===== src/rtl/demux_capture_8ch.sv =====
// Capture stage behind the 1-to-8 demux: bit-serial word assembly per channel,
// one holding slot per channel, round-robin handoff over a valid/ack interface.
module demux_capture_8ch #(
    parameter int WORD = 4
) (
    input  logic            clk,
    input  logic            rst,
    input  logic            Y0,
    input  logic            Y1,
    input  logic            Y2,
    input  logic            Y3,
    input  logic            Y4,
    input  logic            Y5,
    input  logic            Y6,
    input  logic            Y7,
    input  logic            s0,
    input  logic            s1,
    input  logic            s2,
    input  logic            strobe,
    input  logic            ack,
    output logic [WORD-1:0] word,
    output logic [2:0]      ch,
    output logic            valid,
    output logic [7:0]      overflow
);
    localparam int            CW   = $clog2(WORD);
    localparam logic [CW-1:0] LAST = CW'(WORD - 1);

    logic [7:0]      y_vec;
    logic [2:0]      sel_c;
    logic [WORD-1:0] shifted;
    logic            complete;
    logic            load;
    logic            grant_vld;
    logic [2:0]      grant;
    logic [2:0]      idx;
    logic            take_c;
    logic            overrun;
    logic [7:0]      pend_next;

    logic [WORD-2:0] sh   [8];
    logic [CW-1:0]   cnt  [8];
    logic [WORD-1:0] hold [8];
    logic [7:0]      pend;
    logic [2:0]      last_ch;

    assign y_vec    = {Y7, Y6, Y5, Y4, Y3, Y2, Y1, Y0};
    assign sel_c    = {s2, s1, s0};
    assign shifted  = {sh[sel_c], y_vec[sel_c]};
    assign complete = strobe && (cnt[sel_c] == LAST);
    assign load     = !valid || ack;

    // Round-robin search starting just after the last channel served
    always_comb begin
        grant     = '0;
        grant_vld = 1'b0;
        idx       = '0;
        for (int i = 1; i <= 8; i++) begin
            idx = last_ch + 3'(i);
            if (!grant_vld && pend[idx]) begin
                grant     = idx;
                grant_vld = 1'b1;
            end
        end
    end

    // A channel whose pending word leaves on this edge may refill its slot at once
    assign take_c  = load && grant_vld && (grant == sel_c);
    assign overrun = complete && pend[sel_c] && !take_c;

    always_comb begin
        pend_next = pend;
        if (load && grant_vld)
            pend_next[grant] = 1'b0;
        if (complete && !overrun)
            pend_next[sel_c] = 1'b1;
    end

    always_ff @(posedge clk or posedge rst) begin
        if (rst) begin
            for (int i = 0; i < 8; i++) begin
                sh[i]   <= '0;
                cnt[i]  <= '0;
                hold[i] <= '0;
            end
        end else if (strobe) begin
            if (complete) begin
                cnt[sel_c] <= '0;
                if (!overrun)
                    hold[sel_c] <= shifted;
            end else begin
                sh[sel_c]  <= shifted[WORD-2:0];
                cnt[sel_c] <= cnt[sel_c] + CW'(1);
            end
        end
    end

    always_ff @(posedge clk or posedge rst) begin
        if (rst) begin
            pend     <= '0;
            overflow <= '0;
            word     <= '0;
            ch       <= '0;
            valid    <= 1'b0;
            last_ch  <= 3'd7;
        end else begin
            if (load) begin
                if (grant_vld) begin
                    word    <= hold[grant];
                    ch      <= grant;
                    valid   <= 1'b1;
                    last_ch <= grant;
                end else begin
                    valid <= 1'b0;
                end
            end
            pend <= pend_next;
            if (overrun)
                overflow[sel_c] <= 1'b1;
        end
    end
endmodule


===== config.mk =====
export PLATFORM = sky130hd
export DESIGN_NAME = demux_capture_8ch
export DESIGN_NICKNAME = d
export VERILOG_FILES = /design/src/rtl/demux_capture_8ch.sv
export SDC_FILE = /design/constraint.sdc
export NUM_CORES = 1
export LEC_CHECK = 0
export BUFFER_PORTS_ARGS = -buffer_cell sky130_fd_sc_hd__buf_2
export CORE_AREA = 5 5 107 109
export DETAILED_ROUTE_END_ITERATION = 8
export DIE_AREA = 0 0 112 114
export GPL_TIMING_DRIVEN = 0
export PLACE_DENSITY = 0.74
export SLEW_MARGIN = 10
export SYNTH_ARGS = -nofsm -noshare
export SYNTH_HDL_FRONTEND = slang
export SYNTH_SLANG_ARGS = --single-unit

===== constraint.sdc =====
create_clock -name clk -period 4.9 [get_ports clk]
set_clock_uncertainty 0.2 [all_clocks]
set_input_delay 0.735 -clock clk [delete_from_list [all_inputs] [get_ports clk]]
set_output_delay 0.735 -clock clk [all_outputs]
set_load 0.02 [all_outputs]

* Yosys cells after proc, flatten, opt, wreduce, memory -nomap -nowiden *
Index checks and enable logic that the tools add are counted.

storage, ports and cells
  logic and storage cells = 157
  output and inout bits = 16
  bits of input ports = 15
  register bits after elaboration = 99

operators by class
  bitwise gates (word level) = 10
  reductions and logical operators = 30
  magnitude comparators = 15
  equal/unequal tests = 2
  add/subtract/negate cells = 8
  mux-type cells = 62

operator list
  kind                                                                          number
  3-bit by 4-bit less-than comparator with 1-bit output, second input constant  10
  3-bit 2-to-1 mux                                                              11
  32-bit bitwise mux                                                            1
  1-bit binary-select mux with 3-bit select                                     10
  24-bit bitwise mux                                                            1
  1-bit 2-to-1 mux                                                              21
  16-bit AND                                                                    1
  16-bit bitwise mux                                                            1
  1-bit logical AND                                                             16
  16-bit 2-to-1 mux                                                             1
  8-bit 2-to-1 mux                                                              2
  16-bit inverter                                                               1
  8-bit OR                                                                      2
  3-bit adder, second input constant                                            4
  4-bit binary-select mux with 3-bit select                                     1
  4-bit demux with 3-bit select                                                 1
  4-bit 2-to-1 mux                                                              3
  1-bit zero test                                                               10
  3-bit binary-select mux with 3-bit select                                     1
  3-bit demux with 3-bit select                                                 1
  8-bit AND                                                                     1
  4-bit >= comparator, second input constant                                    2
  3-bit inverter with 4-bit output                                              2
  8-bit inverter                                                                1
  other kinds (15)                                                              22

* Longest topological paths before layout *
Gate-level depths: netlist of the first run.

  word-level depth = 34
  mapped depth = 16

* Worst setup path before layout of the first run *
OpenSTA, ideal clock, no wires.

  kind = flip-flop to flip-flop
  start point = register last_ch[1]
  end point = register hold[28] (netlist name)
  period minus slack after synthesis = 5061 ps
  data arrival time = 4736 ps
  path buffers = 3
  path slack = -161 ps
  stages on the path, launching flop included = 15
  cells stage by stage = dfstp_2 > buf_4 > clkbuf_1 > inv_1 > ha_1 > buf_2 > mux2_2 > mux4_2 > a21oi_1 > o21bai_1 > o22ai_2 > mux2_2 > or3b_4 > a2111oi_4 > mux2_4

between the ends
  word-level cells in the longest chain between the ends = 31

ends and longest elaborated chain
  what                                                  RTL line  text
  start: declaration                                    45        logic [2:0] last_ch;
  start signal: assignment                              112       last_ch <= grant;
  3-bit by 1-bit adder with 3-bit output                59        idx = last_ch + 3'(i);
  1-bit binary-select mux with 3-bit select             60        if (!grant_vld && pend[idx]) begin
  1-bit 2-to-1 mux (not written as such)                60
  1-bit 2-to-1 mux                                      60
  1-bit zero test                                       60
  1-bit logical AND                                     60
  1-bit 2-to-1 mux                                      60
  1-bit zero test                                       60
  (+15 left out)                                        n/a
  1-bit logical AND                                     60
  3-bit 2-to-1 mux or 1-bit 2-to-1 mux (tied branches)  60
  3-bit == test or 1-bit logical AND (tied branches)    68        assign take_c = load && grant_vld && (grant == sel_c);
  1-bit logical AND *                                   68
  1-bit zero test *                                     69        assign overrun = complete && pend[sel_c] && !take_c;
  1-bit logical AND *                                   69
  1-bit inverter (no line) *                            n/a
  3-bit AND reduction (no line) *                       n/a
  end signal: indexed assignment                        90        hold[sel_c] <= shifted;
  end: declaration                                      43        logic [WORD-1:0] hold [8];

Mark *: on every way between the ends. The rest lies on a longest branch, timed or not. The select of a mux whose other input is x is not followed.
A chain may end at the register's enable or synchronous reset.

* Worst setup path after layout of the first run *
  start point = register last_ch[1]
  end point = register hold[22] (netlist name)

The elaborated chain is that of the path after synthesis.

==> impl_metrics.tcl, run 1 <==
set metrics [dict create \
    dieArea_mm2 0.0128 \
    synthCells 510 \
    syn_nets 528 \
    critPathArrivalTime_ns 4.82 \
    pre_cts_slack_ns -0.679 \
    sw_frac_of_total_pct 45.3 \
    netlist_top_cells_area "dfrtp_1 44%, mux2_1 5.7%, mux2_2 4.9%" \
    core_mm2 0.0105 \
    rr_endpoint "hold[22]" \
    cp-start-kind "flip-flop" \
    diodes 0 \
    area_growth_pct 12.7 \
    cts_tree "built" \
    worstSkewPairLatency_ns 0.38 \
    ios 31 \
    route.detailed.drc 0 \
    wirelength_mm 13.0 \
    wl_per_cell_um 18.5 \
    ys_seq_elements 99 \
    clkSlewWorstSetupHoldPaths_ns 0.11 \
    pwr-share-seq_pct 26.8 \
    synth-edff-count 0 \
    crit_required_ns 4.95 \
    clk_path_buf_depth 2 \
    r2r_setup_slack_ns 0.13 \
    drive_above_1_share_pct 23.4 \
    relSlewSlack_pct 34.3 \
    die_x_um 112 \
    critPathCaptureType "flip-flop" \
    synth_common_cells "96 x dfrtp_1, 44 x nand2_1, 41 x nor2_1" \
    synth_area_mm2 0.00551 \
    nets 574 \
    ir_drop_mv 0.374 \
    synth.top_cell.area_share_pct 43.6 \
    worst_slack_ns 0.128 \
    switchingPower_w 0.00222 \
    routabilityCongestion 0.892 \
    ant_nets 0 \
    clkPwrFrac_pct 11.9 \
    hpwl_mm 9.40 \
    ys.flop_type "dfrtp_1" \
    grt_pass1_vias 4303 \
    grt_overflow 0 \
    synth.most_common_cell "dfrtp_1" \
    cellLeakagePower_nw 2.79 \
    hold_slack_ns 0.152 \
    cap_violations 0 \
    hold_violations 0 \
    hold_class "input port to asynchronous set/reset pin" \
    synth_cell_type_count 64 \
    p_int_w 0.00268 \
    antenna_found_initial 0 \
    initial_core_util_pct 52.4 \
    slew_viol_final 0 \
    grt_usage_pct 21.0 \
    postSynthAreaPerCell_um2 10.8 \
    status "completed" \
    rsz0062_at_grt "true" \
    num_rows 38 \
    p_comb_share_pct 61.3 \
    finalCritPeriodShare_pct 97.4 \
    viasPerCell 6.04 \
    ys_async_sr_fraction_pct 100 \
    path_max_fanout 17 \
    final.setup.tns_ns 0 \
    grt_max_degree 69 \
    drt-initial-drc-count 383 \
    ctsHoldBuffers 0 \
    setup_viol 0 \
    first_pass_iters 5 \
    yosysWarningCount 0 \
    vias 4231 \
    grt_pass1_wl_mm 21.8 \
    r2r-start "last_ch[1]" \
    power.total_w 0.00489 \
    cts-buffers-inserted 9 \
    cts.sinks 99 \
    period_needed_ns 4.77 \
    crit_type "flip-flop to flip-flop" \
    max_freq_mhz 210 \
    die_y_um 114 \
    ys_seq_area_share_pct 45.0 \
    h-tree-depth 3 \
    p_per_area_mw_per_mm2 788 \
    yosysTopAreaCell "dfrtp_1" \
    port_buffers 29 \
    rr_worst_depth 14 \
    worstMarginPinSlew_ns 0.982 \
    fillers 888 \
    cts-root-buf "clkbuf_8" \
]
==> placed cells by master, fill, tap and decap left out, types with 8 or more instances in the layout <==
master and count:
buf_4 8, a22o_1 10, mux2_1 26, a31o_2 8, clkbuf_1 16, nand2_1 44, nand2b_1 12, a22oi_1 18
mux4_2 8, a21oi_1 19, clkbuf_8 9, buf_2 30, mux2i_1 24, mux2_2 25, dfrtp_1 96, o21ai_0 31
nor2_1 40
==> sequential cells by signal, summed over array words and instances (netlist names), 3 cells and up <==
name / cells
hold: 32
sh: 24
cnt: 16
overflow: 8
pend: 8
word: 4
ch: 3
last_ch: 3
==> critical path, stage by stage, from the launching register on <==
cell	delay (ns)
dfstp_2	0.57
buf_12	0.15
inv_1	0.08
ha_4	0.30
buf_8	0.14
mux2_2	0.38
mux4_2	0.55
buf_4	0.18
nor4_4	0.26
o22ai_4	0.13
mux2_2	0.30
or3_1	0.32
clkbuf_4	0.19
a2111o_1	0.51
mux2_1	0.36
==> worst max-delay path by stage <==
| stage | end | slack, ns | depth (start not counted) | start |
|---|---|---|---|---|
| 2_1_floorplan | hold[28] | 0.03 | 14 | last_ch[0] |
| 3_3_place_gp | hold[12] | -0.57 | 14 | last_ch[0] |
| 3_5_place_dp | hold[12] | -0.68 | 14 | last_ch[0] |
| 4_1_cts | hold[23] | 0.03 | 14 | last_ch[1] |
| 5_1_grt | hold[20] | -0.01 | 15 | last_ch[1] |
| 6_report | hold[22] | 0.13 | 14 | last_ch[1] |
==> cells by family (layout without fill, tap and decap cells) <==
family | after synthesis | in the layout | synth area share (%)
simple gates | 142 | 142 | 12.7
mux | 91 | 91 | 20.3
compound gates | 134 | 134 | 17.6
buf+inv | 37 | 88 | 2.77
fa+ha+maj | 3 | 3 | 0.681
flops | 99 | 99 | 45.0
xor+xnor | 4 | 4 | 0.977
==> layout make-up <==
class,count,area (µm²),area share [%]
well taps,140,175,2.82
plain buffers,26,141,2.28
flip-flops and latches,99,2480,39.9
clock inverters,7,98.8,1.59
inverters,9,38.8,0.624
repair buffers,37,225,3.63
clock buffers,9,124,1.99
multi-input cells,374,2930,47.1
==> layer usage <==
metal / wire, µm / GRT usage [%]
met1: 5700 / 28.0
met2: 6590 / 36.5
met3: 518 / 2.44
met4: 160 / 6.25
met5: 0 / 0
==> per-stage QoR <==
| stage | area [µm²] | std cells | utilization, % |
|---|---|---|---|
| 4_1_cts | 6160 | 699 | 58.7 |
| 6_report | 6210 | 701 | 59.1 |
| 3_3_place_gp | 5840 | 679 | 55.5 |
| 2_1_floorplan | 5520 | 510 | - |
| 3_5_place_dp | 5870 | 680 | 55.9 |
| 5_1_grt | 6210 | 701 | 59.1 |
==> what timing repair did <==
action / in CTS / in global routing
gates cloned: 0 / 0
pin swaps: 4 / 3
buffers inserted: 5 / 2
resized for setup: 6 / 10
setup endpoints to repair: 44 / 29
==> power groups by stage <==
stage	Combinational (W)	Clock [W]	Sequential (W)
global route	0.00327	0.000623	0.00135
floorplan	0.00211	0	0.00133
detailed placement	0.00279	0	0.00132
CTS	0.00293	0.000590	0.00131
finish	0.00300	0.000584	0.00131
global placement	0.00273	0	0.00130
(Power assumes the default switching activity.)
==> inputs of run 2 (changes only) <==
--- a/config.mk
+++ b/config.mk
@@ -7,9 +7,10 @@
 export LEC_CHECK = 0
 export BUFFER_PORTS_ARGS = -buffer_cell sky130_fd_sc_hd__buf_2
-export CORE_AREA = 5 5 107 109
+export CORE_AREA = 5 5 106 108
+export CTS_CLUSTER_SIZE = 10
 export DETAILED_ROUTE_END_ITERATION = 8
-export DIE_AREA = 0 0 112 114
+export DIE_AREA = 0 0 111 113
 export GPL_TIMING_DRIVEN = 0
-export PLACE_DENSITY = 0.74
+export PLACE_DENSITY = 0.73
 export SLEW_MARGIN = 10
 export SYNTH_ARGS = -nofsm -noshare
==> constraint.sdc (replaced) <==
create_clock -name clk -period 5.9 [get_ports clk]
set_clock_uncertainty 0.2 [all_clocks]
set_input_delay 0.59 -clock clk [delete_from_list [all_inputs] [get_ports clk]]
set_output_delay 0.59 -clock clk [all_outputs]
set_load 0.02 [all_outputs]
==> impl_metrics.tcl, run 2 (synthesis results as in run 1) <==
set metrics [dict create \
    status "completed" \
    initial_core_util_pct 54.4 \
    ir_drop_mv 0.366 \
    route.detailed.drc 0 \
    cts_tree "built" \
    setup_viol 0 \
    area_growth_pct 10.3 \
    wl_per_cell_um 18.8 \
    cellLeakagePower_nw 2.75 \
    core_mm2 0.0101 \
    num_rows 37 \
    clkSlewWorstSetupHoldPaths_ns 0.10 \
    die_x_um 111 \
    hold_violations 0 \
    dieArea_mm2 0.0125 \
    cp-start-kind "flip-flop" \
    nets 571 \
    drt-initial-drc-count 310 \
    final_common_cell "dfrtp_1" \
    crit_top_cell "buf_2" \
    grt_usage_pct 21.7 \
    cap_violations 0 \
    final.setup.tns_ns 0 \
    hpwl_mm 9.35 \
    period_needed_ns 5.53 \
    grt_pass1_vias 4243 \
    antenna_found_initial 0 \
    cts.sinks 99 \
    cpPeakStageDelay_ns 0.62 \
    reg_top3 "hold (32), sh (24), cnt (16)" \
    routabilityCongestion 0.873 \
    crit_type "flip-flop to flip-flop" \
    cts-buffers-inserted 9 \
    cts-root-buf "clkbuf_8" \
    critPathArrivalTime_ns 5.60 \
    port_buffers 29 \
    critPathSlowestCell "a2111oi_4" \
    path_max_fanout 10 \
    grt_pass1_wl_mm 22.0 \
    viasPerCell 6.02 \
    crit_required_ns 5.97 \
    top_register "hold" \
    slew_viol_final 0 \
    clk_path_buf_depth 2 \
    h-tree-depth 3 \
    ant_nets 0 \
    diodes 0 \
    cp_cell_sequence "buf_2 > buf_2 > inv_2 > ha_1 > buf_2 > mux2_1 > mux4_2 > a21oi_1 > o21bai_1 > o22ai_4 > mux2_2 > or3b_4 > a2111oi_4 > mux2_4" \
    hold_class "input port to asynchronous set/reset pin" \
    max_freq_mhz 181 \
    final_cell_count_no_fill 694 \
    hold_slack_ns 0.0954 \
    worstMarginPinSlew_ns 1.01 \
    relSlewSlack_pct 32.5 \
    ios 31 \
    drive_above_1_share_pct 22.0 \
    grt_overflow 0 \
    wirelength_mm 13.1 \
    p_per_area_mw_per_mm2 647 \
    vias 4179 \
    grt_max_degree 53 \
    worstSkewPairLatency_ns 0.38 \
    final_cell_mix "96 x dfrtp_1, 44 x nand2_1, 41 x nor2_1, 34 x buf_2, 31 x o21ai_0" \
    die_y_um 113 \
    finalCritPeriodShare_pct 93.7 \
    rsz0062_at_grt "false" \
    largest_register_ffs 32 \
    critPathCaptureType "flip-flop" \
    dp_cells 676 \
    first_pass_iters 4 \
]
==> run 2: critical path, delay by kind of cell, from the launching register on <==
family / cells / cell delay [ns]
buffers and inverters: 4 / 0.83
and+or+nand+nor: 1 / 0.47
DFF: 1 / 0.55
adders and majority gates: 1 / 0.38
muxes: 4 / 1.72
AOI/OAI and AO/OA: 4 / 1.26
==> run 2: final timing paths <==
path | from | end | slack [ns] | cells after the start
max | last_ch[0] | hold[31] | 0.37 | 14
min | rst | hold[13] | 0.1 | 2
max reg2reg | last_ch[0] | hold[31] | 0.37 | 14
min reg2reg | overflow[5] | overflow[5] | 0.27 | 1
max in group asynchronous | rst | cnt[5] | 4.75 | 3
min in group clk | overflow[5] | overflow[5] | 0.27 | 1
==> run 2: timing repair <==
| item | in CTS | in global routing |
|---|---|---|
| hold buffers | 0 | 0 |
| endpoints found under the setup margin | 0 | 19 |
| gates resized for setup | 0 | 3 |
| setup buffers | 0 | 3 |
==> run 2: layout make-up <==
cell class | instances | area (µm²)
clock inverter | 6 | 40.0
timing repair buffer | 33 | 195
clock buffer | 10 | 138
fill | 844 | 4060
multi-input combinational | 374 | 2900
sequential | 99 | 2480
tap | 136 | 170
inverter | 9 | 36.3
buffer | 27 | 115
==> run 2: report_power, final <==
| part | switching (W) | total [W] | internal, W |
|---|---|---|---|
| logic | 0.00145 | 0.00244 | 0.000995 |
| registers | 0.000156 | 0.00109 | 0.000931 |
| clock network | 0.000242 | 0.000407 | 0.000165 |
| total | 0.00184 | 0.00393 | 0.00209 |
==> run 2: layer usage <==
metal / vias to the layer above / GRT usage (%) / wire (µm)
li1: 1979 / - / -
met1: 2083 / 29.1 / 5840
met2: 88 / 35.1 / 6270
met3: 29 / 4.22 / 631
met4: 0 / 8.54 / 306
met5: - / 0 / 0
==> run 2: per-stage QoR <==
step / utilization (%) / power (W) / setup slack [ns] / cell area (µm²)
floorplan: - / 0.00285 / 0.839 / 5510
CTS: 59.6 / 0.00384 / 0.0763 / 6040
finish: 60.0 / 0.00393 / 0.372 / 6080
detailed placement: 57.8 / 0.00343 / 0.0937 / 5860
global route: 60.0 / 0.00424 / 0.128 / 6080
global placement: 57.5 / 0.00335 / 0.186 / 5830
